[src/rtl/writeback_unit_if.sv]
// Execute-to-writeback handshake, load response and register-bank write port.
interface writeback_unit_if;
    logic        ex_valid;
    logic        ex_ready;
    logic [31:0] ex_instruction;
    logic [31:0] ex_alu_result;
    logic        ex_MemtoReg;
    logic        ex_RegWrite;
    logic        mem_rvalid;
    logic [31:0] mem_rdata;
    logic        RegWrite;
    logic [4:0]  write_register;
    logic [31:0] MemtoRegMuxOutput;
    logic        load_timeout;

    modport master (
        output ex_valid, ex_instruction, ex_alu_result, ex_MemtoReg, ex_RegWrite,
        output mem_rvalid, mem_rdata,
        input  ex_ready, RegWrite, write_register, MemtoRegMuxOutput, load_timeout
    );

    modport slave (
        input  ex_valid, ex_instruction, ex_alu_result, ex_MemtoReg, ex_RegWrite,
        input  mem_rvalid, mem_rdata,
        output ex_ready, RegWrite, write_register, MemtoRegMuxOutput, load_timeout
    );
endinterface

[src/rtl/writeback_unit.sv]
// Writeback stage: retires one instruction per handshake, waits for load data
// with a bounded timeout, extracts/extends it and drives the register-bank write port.
module writeback_unit #(
    parameter int LOAD_TIMEOUT = 16
) (
    input  logic       clk,
    input  logic       reset,
    writeback_unit_if.slave wb
);
    typedef enum logic [1:0] {IDLE, WAIT_MEM, COMMIT} state_t;

    state_t      r_state, w_next;
    logic [4:0]  r_rd;
    logic [2:0]  r_funct3;
    logic [1:0]  r_off;
    logic        r_regwrite;
    logic [7:0]  r_cnt;
    logic        r_we;
    logic [4:0]  r_wreg;
    logic [31:0] r_wdata;
    logic        r_tmo;

    logic        w_ready;
    logic        w_accept;
    logic        w_cnt_done;
    logic [4:0]  w_ex_rd;
    logic [31:0] w_shift;
    logic [7:0]  w_byte;
    logic [15:0] w_half;
    logic [31:0] w_load;

    assign w_ex_rd    = wb.ex_instruction[11:7];
    assign w_accept   = wb.ex_valid && w_ready;
    assign w_cnt_done = (r_cnt == 8'(LOAD_TIMEOUT - 1));

    always_comb begin
        w_next  = r_state;
        w_ready = 1'b1;
        case (r_state)
            IDLE, COMMIT: begin
                if (w_accept) w_next = wb.ex_MemtoReg ? WAIT_MEM : COMMIT;
                else          w_next = IDLE;
            end
            WAIT_MEM: begin
                w_ready = 1'b0;
                // A response on the final count wins over the timeout.
                if (wb.mem_rvalid)     w_next = COMMIT;
                else if (w_cnt_done)   w_next = IDLE;
            end
            default: w_next = IDLE;
        endcase
    end

    always_comb begin
        w_shift = wb.mem_rdata >> {r_off, 3'b000};
        w_byte  = w_shift[7:0];
        w_half  = r_off[1] ? wb.mem_rdata[31:16] : wb.mem_rdata[15:0];
        case (r_funct3)
            3'd0:    w_load = {{24{w_byte[7]}}, w_byte};
            3'd4:    w_load = {24'd0, w_byte};
            3'd1:    w_load = {{16{w_half[15]}}, w_half};
            3'd5:    w_load = {16'd0, w_half};
            default: w_load = wb.mem_rdata;
        endcase
    end

    always_ff @(posedge clk) begin
        if (reset) begin
            r_state    <= IDLE;
            r_rd       <= '0;
            r_funct3   <= '0;
            r_off      <= '0;
            r_regwrite <= 1'b0;
            r_cnt      <= '0;
            r_we       <= 1'b0;
            r_wreg     <= '0;
            r_wdata    <= '0;
            r_tmo      <= 1'b0;
        end else begin
            r_state <= w_next;
            r_we    <= 1'b0;
            r_tmo   <= 1'b0;
            if (w_accept) begin
                r_rd       <= w_ex_rd;
                r_funct3   <= wb.ex_instruction[14:12];
                r_off      <= wb.ex_alu_result[1:0];
                r_regwrite <= wb.ex_RegWrite;
                r_cnt      <= '0;
                // Write port only moves when a write happens, so it holds otherwise.
                if (!wb.ex_MemtoReg && wb.ex_RegWrite && w_ex_rd != 5'd0) begin
                    r_we    <= 1'b1;
                    r_wreg  <= w_ex_rd;
                    r_wdata <= wb.ex_alu_result;
                end
            end
            if (r_state == WAIT_MEM) begin
                if (wb.mem_rvalid) begin
                    if (r_regwrite && r_rd != 5'd0) begin
                        r_we    <= 1'b1;
                        r_wreg  <= r_rd;
                        r_wdata <= w_load;
                    end
                end else if (w_cnt_done) begin
                    r_tmo <= 1'b1;
                end else begin
                    r_cnt <= r_cnt + 8'd1;
                end
            end
        end
    end

    assign wb.ex_ready          = w_ready;
    assign wb.RegWrite          = r_we;
    assign wb.write_register    = r_wreg;
    assign wb.MemtoRegMuxOutput = r_wdata;
    assign wb.load_timeout      = r_tmo;
endmodule

[src/flat_wrapper.sv]
// flat-port wrapper written by rule: the top's interface ports become plain ports
module writeback_unit_flat 
#(
    parameter int LOAD_TIMEOUT = 16
)
  (clk, reset, wb_ex_valid, wb_ex_instruction, wb_ex_alu_result, wb_ex_MemtoReg, wb_ex_RegWrite, wb_mem_rvalid, wb_mem_rdata, wb_ex_ready, wb_RegWrite, wb_write_register, wb_MemtoRegMuxOutput, wb_load_timeout);
  writeback_unit_if wb_i ();
  input  logic clk;
  input  logic reset;
  input wire logic [$bits(wb_i.ex_valid)-1:0] wb_ex_valid;
  input wire logic [$bits(wb_i.ex_instruction)-1:0] wb_ex_instruction;
  input wire logic [$bits(wb_i.ex_alu_result)-1:0] wb_ex_alu_result;
  input wire logic [$bits(wb_i.ex_MemtoReg)-1:0] wb_ex_MemtoReg;
  input wire logic [$bits(wb_i.ex_RegWrite)-1:0] wb_ex_RegWrite;
  input wire logic [$bits(wb_i.mem_rvalid)-1:0] wb_mem_rvalid;
  input wire logic [$bits(wb_i.mem_rdata)-1:0] wb_mem_rdata;
  output wire logic [$bits(wb_i.ex_ready)-1:0] wb_ex_ready;
  output wire logic [$bits(wb_i.RegWrite)-1:0] wb_RegWrite;
  output wire logic [$bits(wb_i.write_register)-1:0] wb_write_register;
  output wire logic [$bits(wb_i.MemtoRegMuxOutput)-1:0] wb_MemtoRegMuxOutput;
  output wire logic [$bits(wb_i.load_timeout)-1:0] wb_load_timeout;
  assign wb_i.ex_valid = wb_ex_valid;
  assign wb_i.ex_instruction = wb_ex_instruction;
  assign wb_i.ex_alu_result = wb_ex_alu_result;
  assign wb_i.ex_MemtoReg = wb_ex_MemtoReg;
  assign wb_i.ex_RegWrite = wb_ex_RegWrite;
  assign wb_i.mem_rvalid = wb_mem_rvalid;
  assign wb_i.mem_rdata = wb_mem_rdata;
  assign wb_ex_ready = wb_i.ex_ready;
  assign wb_RegWrite = wb_i.RegWrite;
  assign wb_write_register = wb_i.write_register;
  assign wb_MemtoRegMuxOutput = wb_i.MemtoRegMuxOutput;
  assign wb_load_timeout = wb_i.load_timeout;
  writeback_unit #(.LOAD_TIMEOUT(LOAD_TIMEOUT)) u_core (.clk(clk), .reset(reset), .wb(wb_i));
endmodule
[config.mk]
export PLATFORM = sky130hd
export DESIGN_NAME = writeback_unit_flat
export DESIGN_NICKNAME = d
export VERILOG_FILES = /design/src/rtl/writeback_unit_if.sv /design/src/rtl/writeback_unit.sv /design/src/flat_wrapper.sv
export SDC_FILE = /design/constraint.sdc
export NUM_CORES = 1
export LEC_CHECK = 0
export BUFFER_PORTS_ARGS = -buffer_cell sky130_fd_sc_hd__clkbuf_2
export CORE_UTILIZATION = 38
export CTS_CLUSTER_DIAMETER = 120
export DETAILED_ROUTE_END_ITERATION = 16
export MAX_ROUTING_LAYER = met4
export PLACE_DENSITY_LB_ADDON = 0.05
export RECOVER_POWER = 25
export REMOVE_ABC_BUFFERS = 1
export SLEW_MARGIN = 25
export SYNTH_ARGS = -nofsm -noshare
export SYNTH_HDL_FRONTEND = slang
export SYNTH_SLANG_ARGS = --single-unit
[constraint.sdc]
create_clock -name clk -period 1.7 [get_ports clk]
set_input_delay 0.17 -clock clk [delete_from_list [all_inputs] [get_ports clk]]
set_output_delay 0.17 -clock clk [all_outputs]
set_load 0.005 [all_outputs]
---- Yosys cells after proc, flatten, opt, wreduce, memory -nomap -nowiden ----
Cells that the tools add are included.
operators by class
  shift operators ......................... 1
  muxes and demuxes ....................... 28
  reduce and logical (&&, ||, !) cells .... 11
  bitwise gates (word level) .............. 1
  equality and inequality tests ........... 7
  $add $sub $neg .......................... 1
operator list
  operator                                                          number
  32-bit 2-to-1 mux                                                 5
  32-bit one-hot mux with 4 select lines                            1
  8-bit 2-to-1 mux                                                  4
  32-bit by 5-bit >> shifter with 8-bit output                      1
  5-bit 2-to-1 mux                                                  5
  16-bit 2-to-1 mux                                                 1
  5-bit nonzero test                                                2
  8-bit by 1-bit adder with 8-bit output (second input constant)    1
  8-bit by 4-bit == test with 1-bit output (second input constant)  1
  2-bit 2-to-1 mux                                                  4
  1-bit 2-to-1 mux                                                  7
  3-bit == test (second input constant)                             2
  1-bit logical AND                                                 4
  2-bit one-hot mux with 2 select lines                             1
  3-bit by 1-bit == test with 1-bit output (second input constant)  1
  3-bit logical NOT                                                 1
  3-bit by 2-bit != test with 1-bit output (second input constant)  1
  3-bit OR reduction                                                1
  2-bit by 1-bit == test with 1-bit output (second input constant)  1
  2-bit == test (second input constant)                             1
  2-bit logical NOT                                                 1
  2-bit OR reduction                                                1
  1-bit logical NOT                                                 1
  1-bit inverter                                                    1
word-level totals
  input bits .............................. 102
  output and inout bits ................... 40
  flip-flop bits (word level) ............. 60

---- Longest topological paths before layout ----
Gate-level depths: netlist of the first run.
  word-level depth ........................ 8
  gate-level depth with buffers ........... 7
  gate-level depth less buffers ........... 5

---- Worst setup path after synthesis of the first run ----
OpenSTA, ideal clock, no wires.
  path kind ............................... reg-to-reg
  start point ............................. register u_core.r_off[1]
  end point ............................... register u_core.r_wdata[17], in the netlist u_core.wb.MemtoRegMuxOutput[17]
  setup time .............................. 150 ps
  clock period less this slack ............ 1760 ps
  slack ................................... -60 ps
  buffers on the path ..................... 2
  required time ........................... 1550 ps
  arrival ................................. 1610 ps
  cell stages (with the launch flop) ...... 7
  path through ............................ dfxtp_1 -> buf_2 -> mux2i_1 -> nor3_1 -> a2111oi_4 -> buf_6 -> a221oi_2
on the way
  cells in the longest elaborated chain, start to end .. 5
  elaborated cells on any way between the ends .. 6
  classes of those cells .................. shift: 1; mux: 5
RTL lines
  item                                                                                      RTL line                                    source
  from (decl)                                                                               writeback_unit.sv:15                        logic [1:0] r_off;
  from (signal assigned)                                                                    writeback_unit.sv:86                        r_off <= wb.ex_alu_result[1:0];
  32-bit by 5-bit >> shifter with 8-bit output / 16-bit 2-to-1 mux (equally long branches)  writeback_unit.sv:55, writeback_unit.sv:57
  32-bit one-hot mux with 4 select lines (*)                                                writeback_unit.sv:58                        case (r_funct3)
  32-bit 2-to-1 mux (*)                                                                     writeback_unit.sv:98                        if (r_regwrite && r_rd != 5'd0) begin
  32-bit 2-to-1 mux (*)                                                                     writeback_unit.sv:97                        if (wb.mem_rvalid) begin
  32-bit 2-to-1 mux (*)                                                                     writeback_unit.sv:96                        if (r_state == WAIT_MEM) begin
  to (signal assigned)                                                                      writeback_unit.sv:93                        r_wdata <= wb.ex_alu_result;
  to (signal assigned)                                                                      writeback_unit.sv:101                       r_wdata <= w_load;
  to (decl)                                                                                 writeback_unit.sv:20                        logic [31:0] r_wdata;
Every way passes the cells marked *; elsewhere a longest branch is shown, timed or not.
A chain may end at the register's enable or synchronous reset.

---- Worst setup path in the final report of the first run ----
  start point ............................. register u_core.r_rd[1]
  end point ............................... register u_core.r_wdata[27], in the netlist u_core.wb.MemtoRegMuxOutput[27]
on the way
  cells in the longest elaborated chain, start to end .. 5
RTL lines
  item                    RTL line              source
  from (decl)             writeback_unit.sv:13  logic [4:0] r_rd;
  from (signal assigned)  writeback_unit.sv:84  r_rd <= w_ex_rd;
  5-bit nonzero test      writeback_unit.sv:98
  1-bit logical AND       writeback_unit.sv:98
  32-bit 2-to-1 mux       writeback_unit.sv:98
  32-bit 2-to-1 mux       writeback_unit.sv:97
  32-bit 2-to-1 mux       writeback_unit.sv:96
No other way between the ends.

==> impl_results.rst, run 1 <==
.. list-table::
   :header-rows: 1

   * - Metric
     - Value
   * - Syn-to-layout area delta
     - 38.26%
   * - TritonCTS clock tree
     - yes
   * - Number of levels the H-tree was split into
     - 3
   * - PD cells
     - 737.2 mW/mm²
   * - Number of buffers added by the clock tree synthesis step
     - 9
   * - Global-route wire length before repair
     - 14.79 mm
   * - Worst R2R Path Depth
     - 5
   * - Summed instance area of the synthesized netlist
     - 0.003303 mm²
   * - Arrival time worst endpoint
     - 1.99 ns
   * - Destination of the worst register-to-register timing path
     - u_core.wb.MemtoRegMuxOutput[27]
   * - Clock tree root driver cell
     - sky130_fd_sc_hd__clkbuf_8
   * - Post-Synthesis Mean Instance Area
     - 9.150 µm²
   * - Most frequent cells in the layout
     - 109 x sky130_fd_sc_hd__clkbuf_2, 58 x sky130_fd_sc_hd__dfxtp_1, 55 x sky130_fd_sc_hd__nand2_1
   * - Count of warnings emitted by yosys
     - 0
   * - Leakage
     - 0.002038 µW
   * - Largest family of logic cells by synthesized area
     - compound AO/OA/AOI/OAI gates
   * - Share of post-route cells with drive strength above 1
     - 41.55%
   * - Delay of the slowest critical-path stage
     - 0.54 ns
   * - Placed Instances
     - 591
   * - Total count of max-transition violations in the final report
     - 0
   * - Startpoint Class
     - flip-flop
   * - Count of standard-cell rows
     - 33
   * - Initial Util
     - 39.80%
   * - Netlist cell types
     - 48
   * - Post-DR vias/cell
     - 5.433
   * - Maximum vdd drop
     - 0.0005454 V
   * - Detailed Route WL
     - 9.746 mm
   * - Antenna Nets Post-Route
     - 0
   * - First DRT Iteration DRCs
     - 99
   * - Crit-path leading delay family
     - compound AO/OA/AOI/OAI gates
   * - Number of clock sinks
     - 60
   * - Hold crit path type
     - in2reg
   * - Number of logic stages on the critical path including buffering
     - 5
   * - Cell count after synthesis
     - 361
   * - Multiplexer share of the synthesized area
     - 12.42%
   * - HPWL Detailed
     - 7.033 mm
   * - Max-cap viol count
     - 0
   * - Run status
     - complete, but fails checks
   * - Largest driver fanout on the critical path
     - 7
   * - Post-synthesis simple-gate area fraction
     - 18.60%
   * - Commonest non-fill, non-tap cell in the layout
     - sky130_fd_sc_hd__clkbuf_2
   * - Overall power after layout
     - 3366 µW
   * - Final Non-Filler Cells
     - 608
   * - Number of hold-slack violations in the final timing report
     - 0
   * - WP data required
     - 1.94 ns
   * - All-layer global routing usage
     - 22.26%
   * - Violated checks
     - negative setup slack
   * - Pin count of the biggest net entering global routing
     - 30
   * - Final net count
     - 602
   * - Drt pass-1 iters
     - 4
   * - GP Congestion
     - 0.7881
   * - Number of synthesized register bits
     - 60
   * - Max stage delay cell, worst path
     - sky130_fd_sc_hd__or4_4
   * - Clock latency on the worst-skew pair
     - 0.34 ns
   * - Xor-xnor portion of the synthesized cell area
     - 0.7955%
   * - Cell Area, Placed
     - 0.004248 mm²
   * - Die Ht
     - 95.24 µm
   * - Worst reg2reg startpoint
     - u_core.r_rd[1]
   * - Most area-hungry cell type in the Yosys netlist
     - sky130_fd_sc_hd__dfxtp_1
   * - Min setup slack post-route
     - -0.05385 ns
   * - Setup TNS
     - -0.4974 ns
   * - Share of the synthesized area in compound gates (AO/OA/AOI/OAI)
     - 26.14%
   * - Final routed DRC violation total
     - 0
   * - Hold worst-path end
     - u_core.r_funct3[0]
   * - Area of the die
     - 0.009070 mm²
   * - Critical path buffer and inverter count
     - 1
   * - Synthesized-area fraction occupied by adder cells
     - 0.3788%
   * - Slew headroom
     - 62.13%
   * - Die Wd
     - 95.24 µm
   * - Core box area
     - 0.008299 mm²
   * - Period minus WS final
     - 1.754 ns
   * - Total congestion overflow after global routing
     - 0
   * - Launch point of the worst hold path
     - wb_ex_instruction[12]
   * - ANT cells
     - 0
   * - Number of setup violations in the final report
     - 29
   * - Crit share post-route
     - 103.2%
   * - Hold-fix buffer count after cts
     - 0
   * - # IOs
     - 142
   * - Worst clock skew on the final layout
     - 0.01201 ns
   * - Post-detailed-route wirelength per cell
     - 16.03 µm
   * - Cells traversed along the worst timing path
     - or4_4, o2111ai_4, a2111oi_4, buf_12, a221oi_1
   * - Worst Hold Slack
     - 0.06532 ns
   * - IO Port Bufs
     - 117
   * - Category of the worst setup path capture point
     - flip-flop
   * - Area share of the largest cell type after synthesis
     - 36.36%
   * - CTS Buffer Depth
     - 2
   * - Number of antenna violations at the first check in global routing
     - 0
   * - Slew at the pin closest to its max-slew limit
     - 0.5662 ns
   * - Top cells by area, synth
     - sky130_fd_sc_hd__dfxtp_1 36%, sky130_fd_sc_hd__mux2i_1 12%, sky130_fd_sc_hd__a221oi_2 8.2%, sky130_fd_sc_hd__nand2_1 6.3%, sky130_fd_sc_hd__a21oi_1 4.1%
   * - RSZ-0062 raised after global routing
     - yes
   * - Final design area excluding fillers
     - 0.004567 mm²
   * - Hold path cells
     - 3
   * - Sequential element share of the synthesized area
     - 36.36%
   * - Path type of the worst setup path
     - reg2reg
   * - Clock-pin slew on the worst setup and hold paths
     - 0.06 ns
   * - Total number of vias
     - 3,303
   * - Flop-to-flop setup slack
     - -0.05 ns
   * - Max Fclk
     - 0.5702 GHz
   * - Via count of the first global-routing pass
     - 3,073
per-stage QoR:
stage / setup WS [ns] / util [%]
2_1_floorplan: -1.367 / -
3_3_place_gp: -0.09628 / 51.18
3_5_place_dp: -0.1172 / 51.18
4_1_cts: -0.08978 / 53.58
5_1_grt: -0.1046 / 55.03
6_report: -0.05385 / 55.03
synth_stat cells (all sizes together):
cell and number:
dfxtp 60, nand2 55, mux2i 41, a21oi 27, a221oi 24, clkbuf 18
buf 14, nor2 13, nand3b 9, nor2b 9, a22oi 8, nor3 7
o22ai 6, a211o 5, a311oi 5, nand3 5, o32ai 5, a21o 4
a22o 4, inv 4, o21ai 4, a211oi 3, a31oi 3, nand2b 3
nor3b 3, nor4 3, or4 3, and2 2, nand4 2, xor2 2
a2111oi 1, and3 1, and4 1, ha 1, o2111ai 1, o211ai 1
or2 1, or3 1, or3b 1, xnor2 1
per-layer routing:
layer / wire length (µm) / global-route usage (%)
met1: 4371 / 27.17
met2: 4663 / 36.07
met3: 628 / 5.343
met4: 84 / 7.071
met5: 0 / -
registers in the layout, indices dropped and copies added (netlist names):
signal and cells:
u_core.wb.write_register 5, u_core.r_off 2, u_core.wb.MemtoRegMuxOutput 32, u_core.r_state 2, u_core.r_funct3 3, u_core.r_rd 5, u_core.r_cnt 8, u_core.wb.load_timeout 1
u_core.wb.RegWrite 1, u_core.r_regwrite 1
tightest hold or removal path, stage by stage:
cell and delay, ns:
sky130_fd_sc_hd__clkbuf_2 0.08, sky130_fd_sc_hd__nand2_1 0.05, sky130_fd_sc_hd__a21oi_1 0.05
kinds of logic after synthesis:
group / count (synthesis)
fa+ha+maj: 1
xor+xnor: 3
compound gates: 101
buf+inv: 36
simple gates: 119
mux: 41
flops: 60
how the worst max path moves through the flow:
stage,startpoint,end
2_1_floorplan,u_core.r_state[0],u_core.wb.MemtoRegMuxOutput[16]
3_3_place_gp,u_core.r_rd[1],u_core.wb.MemtoRegMuxOutput[16]
3_5_place_dp,u_core.r_rd[1],u_core.wb.MemtoRegMuxOutput[16]
4_1_cts,u_core.r_rd[1],u_core.wb.write_register[1]
5_1_grt,u_core.r_rd[1],u_core.wb.MemtoRegMuxOutput[12]
6_report,u_core.r_rd[1],u_core.wb.MemtoRegMuxOutput[27]
final cells by class:
type | count | area (µm²)
flip-flops and latches | 60 | 1206
clock buffers | 13 | 148.9
fillers | 783 | 3732
inverters | 4 | 15.01
well taps | 105 | 131.4
multi-input cells | 265 | 2037
clock inverters | 2 | 35.03
repair buffers | 159 | 993.5
repair_timing:
item                                    4_1_cts  5_1_grt
pin swaps                                     4       21
gates resized for setup                       4       24
gates cloned                                  0        2
setup buffers                                 0        1
endpoints found under the setup margin       37       41
power by group:
part / switching (µW) / total [µW] / internal (µW)
registers: 32.4 / 1490 / 1460
logic: 321 / 619 / 298
clock network: 546 / 1260 / 709
total: 900 / 3370 / 2470
No activity file was read; power rests on OpenSTA's default activity.
==> inputs of run 2 (changes only) <==
- CELL_PAD_IN_SITES_DETAIL_PLACEMENT: not set -> 0
- CELL_PAD_IN_SITES_GLOBAL_PLACEMENT: not set -> 1
- CORE_UTILIZATION: 38 -> 31
==> impl_results.rst, run 2 (synthesis gave the netlist of run 1 again) <==
.. list-table::
   :header-rows: 1

   * - Metric
     - Value
   * - Total number of vias
     - 3,225
   * - Violated checks
     - negative setup slack
   * - Number of setup violations in the final report
     - 33
   * - Max-cap viol count
     - 0
   * - Total count of max-transition violations in the final report
     - 0
   * - Commonest non-fill, non-tap cell in the layout
     - sky130_fd_sc_hd__clkbuf_2
   * - Crit-path leading delay family
     - simple AND/OR/NAND/NOR gates
   * - Hold worst-path end
     - u_core.r_regwrite
   * - First DRT Iteration DRCs
     - 119
   * - Clock tree root driver cell
     - sky130_fd_sc_hd__clkbuf_8
   * - Initial Util
     - 32.00%
   * - Hold-fix buffer count after cts
     - 0
   * - Slew headroom
     - 62.41%
   * - Most frequent cells in the layout
     - 114 x sky130_fd_sc_hd__clkbuf_2, 57 x sky130_fd_sc_hd__dfxtp_1, 55 x sky130_fd_sc_hd__nand2_1
   * - Syn-to-layout area delta
     - 38.79%
   * - Hold path cells
     - 3
   * - Area of the die
     - 0.01107 mm²
   * - Final design area excluding fillers
     - 0.004584 mm²
   * - Post-DR vias/cell
     - 5.031
   * - Clock latency on the worst-skew pair
     - 0.34 ns
   * - Die Ht
     - 105.2 µm
   * - Number of hold-slack violations in the final timing report
     - 0
   * - Largest driver fanout on the critical path
     - 4
   * - Hold crit path type
     - in2reg
   * - Detailed Route WL
     - 10.34 mm
   * - Total congestion overflow after global routing
     - 0
   * - GP Congestion
     - 0.7822
   * - Min setup slack post-route
     - -0.08028 ns
   * - Final routed DRC violation total
     - 0
   * - Post-detailed-route wirelength per cell
     - 16.13 µm
   * - IO Port Bufs
     - 117
   * - WP data required
     - 1.91 ns
   * - Final net count
     - 605
   * - Category of the worst setup path capture point
     - flip-flop
   * - Setup TNS
     - -1.576 ns
   * - TritonCTS clock tree
     - yes
   * - Clock-pin slew on the worst setup and hold paths
     - 0.07 ns
   * - Delay of the slowest critical-path stage
     - 0.54 ns
   * - Via count of the first global-routing pass
     - 3,219
   * - Number of levels the H-tree was split into
     - 3
   * - Pin count of the biggest net entering global routing
     - 24
   * - Antenna Nets Post-Route
     - 0
   * - ANT cells
     - 0
   * - Worst R2R Path Depth
     - 6
   * - Cells traversed along the worst timing path
     - or4_4, o2111ai_4, buf_6, or2_4, buf_4, o22ai_1
   * - HPWL Detailed
     - 7.629 mm
   * - Critical path buffer and inverter count
     - 2
   * - Number of antenna violations at the first check in global routing
     - 0
   * - Run status
     - complete, but fails checks
   * - Global-route wire length before repair
     - 16.33 mm
   * - Core box area
     - 0.01032 mm²
   * - Share of post-route cells with drive strength above 1
     - 42.38%
   * - Crit share post-route
     - 104.7%
   * - Launch point of the worst hold path
     - wb_ex_RegWrite
   * - Period minus WS final
     - 1.780 ns
   * - Die Wd
     - 105.2 µm
   * - Number of buffers added by the clock tree synthesis step
     - 9
   * - CTS Buffer Depth
     - 2
   * - Max FFs per register
     - 32
   * - Path type of the worst setup path
     - reg2reg
   * - Number of clock sinks
     - 60
   * - Max Fclk
     - 0.5617 GHz
   * - RSZ-0062 raised after global routing
     - yes
   * - Startpoint Class
     - flip-flop
   * - PD cells
     - 700.7 mW/mm²
   * - Destination of the worst register-to-register timing path
     - u_core.wb.MemtoRegMuxOutput[5]
   * - Worst clock skew on the final layout
     - 0.01002 ns
   * - # IOs
     - 142
   * - Cell Area, Placed
     - 0.004284 mm²
   * - Leakage
     - 0.002040 µW
   * - Slew at the pin closest to its max-slew limit
     - 0.5620 ns
   * - Max stage delay cell, worst path
     - sky130_fd_sc_hd__or4_4
   * - Drt pass-1 iters
     - 4
   * - Count of standard-cell rows
     - 37
   * - Flop-to-flop setup slack
     - -0.08 ns
   * - All-layer global routing usage
     - 19.44%
   * - Arrival time worst endpoint
     - 1.99 ns
   * - Maximum vdd drop
     - 0.0003340 V
   * - Worst reg2reg startpoint
     - u_core.r_rd[4]
[run 2: power by group]
part           leakage [µW]  internal, µW  switching (µW)
sequential         0.000490          1460            33.0
combinational       0.00147           301             324
clock             0.0000848           545             550
[run 2: worst max-delay path by stage]
stage | end | cells after the start | startpoint | slack (ns)
2_1_floorplan | u_core.wb.MemtoRegMuxOutput[16] | 4 | u_core.r_state[0] | -1.37
3_3_place_gp | u_core.wb.MemtoRegMuxOutput[1] | 6 | u_core.r_rd[1] | -0.13
3_5_place_dp | u_core.wb.MemtoRegMuxOutput[5] | 5 | u_core.r_rd[1] | -0.15
4_1_cts | u_core.wb.write_register[2] | 5 | u_core.r_rd[1] | -0.1
5_1_grt | u_core.wb.MemtoRegMuxOutput[28] | 5 | u_core.r_rd[4] | -0.16
6_report | u_core.wb.MemtoRegMuxOutput[5] | 6 | u_core.r_rd[4] | -0.08
[run 2: final cells by class]
| cell class | count | area [µm²] |
|---|---|---|
| fill | 1074 | 5739 |
| multi-input combinational | 265 | 2033 |
| sequential | 60 | 1207 |
| timing repair buffer | 162 | 1002 |
| tap | 136 | 170.2 |
| clock buffer | 11 | 141.4 |
| clock inverter | 3 | 15.01 |
| inverter | 4 | 15.01 |
[run 2: worst min-delay path, stage by stage]
cell and delay (ns):
sky130_fd_sc_hd__clkbuf_2 0.09, sky130_fd_sc_hd__nand2_1 0.05, sky130_fd_sc_hd__a21oi_1 0.05
[run 2: through the flow]
stage / hold slack (ns) / power, µW / utilization (%) / setup slack [ns] / instances
final: 0.06419 / 3212 / 44.41 / -0.08028 / 641
after global placement: 0.4124 / 2132 / 41.50 / -0.1295 / 625
after CTS: 0.05786 / 3256 / 43.56 / -0.09709 / 639
after floorplan: 0.2362 / 1807 / - / -1.367 / 329
after detailed placement: 0.4182 / 2133 / 41.50 / -0.1458 / 625
after global routing: 0.06457 / 3380 / 44.41 / -0.1624 / 641
[run 2: what timing repair did]
action                     4_1_cts  5_1_grt
buffers inserted                 0        1
hold endpoints to repair         0        0
gates resized for setup         12       15
gates cloned                     0        1
pin swaps                        1       29
setup endpoints to repair       36       42
[run 2: metal layers]
metal	global-route usage [%]	part of all wire [%]
met5	-	0
met3	4.205	4.6
met1	23.90	46
met2	31.95	49
met4	5.734	0.96
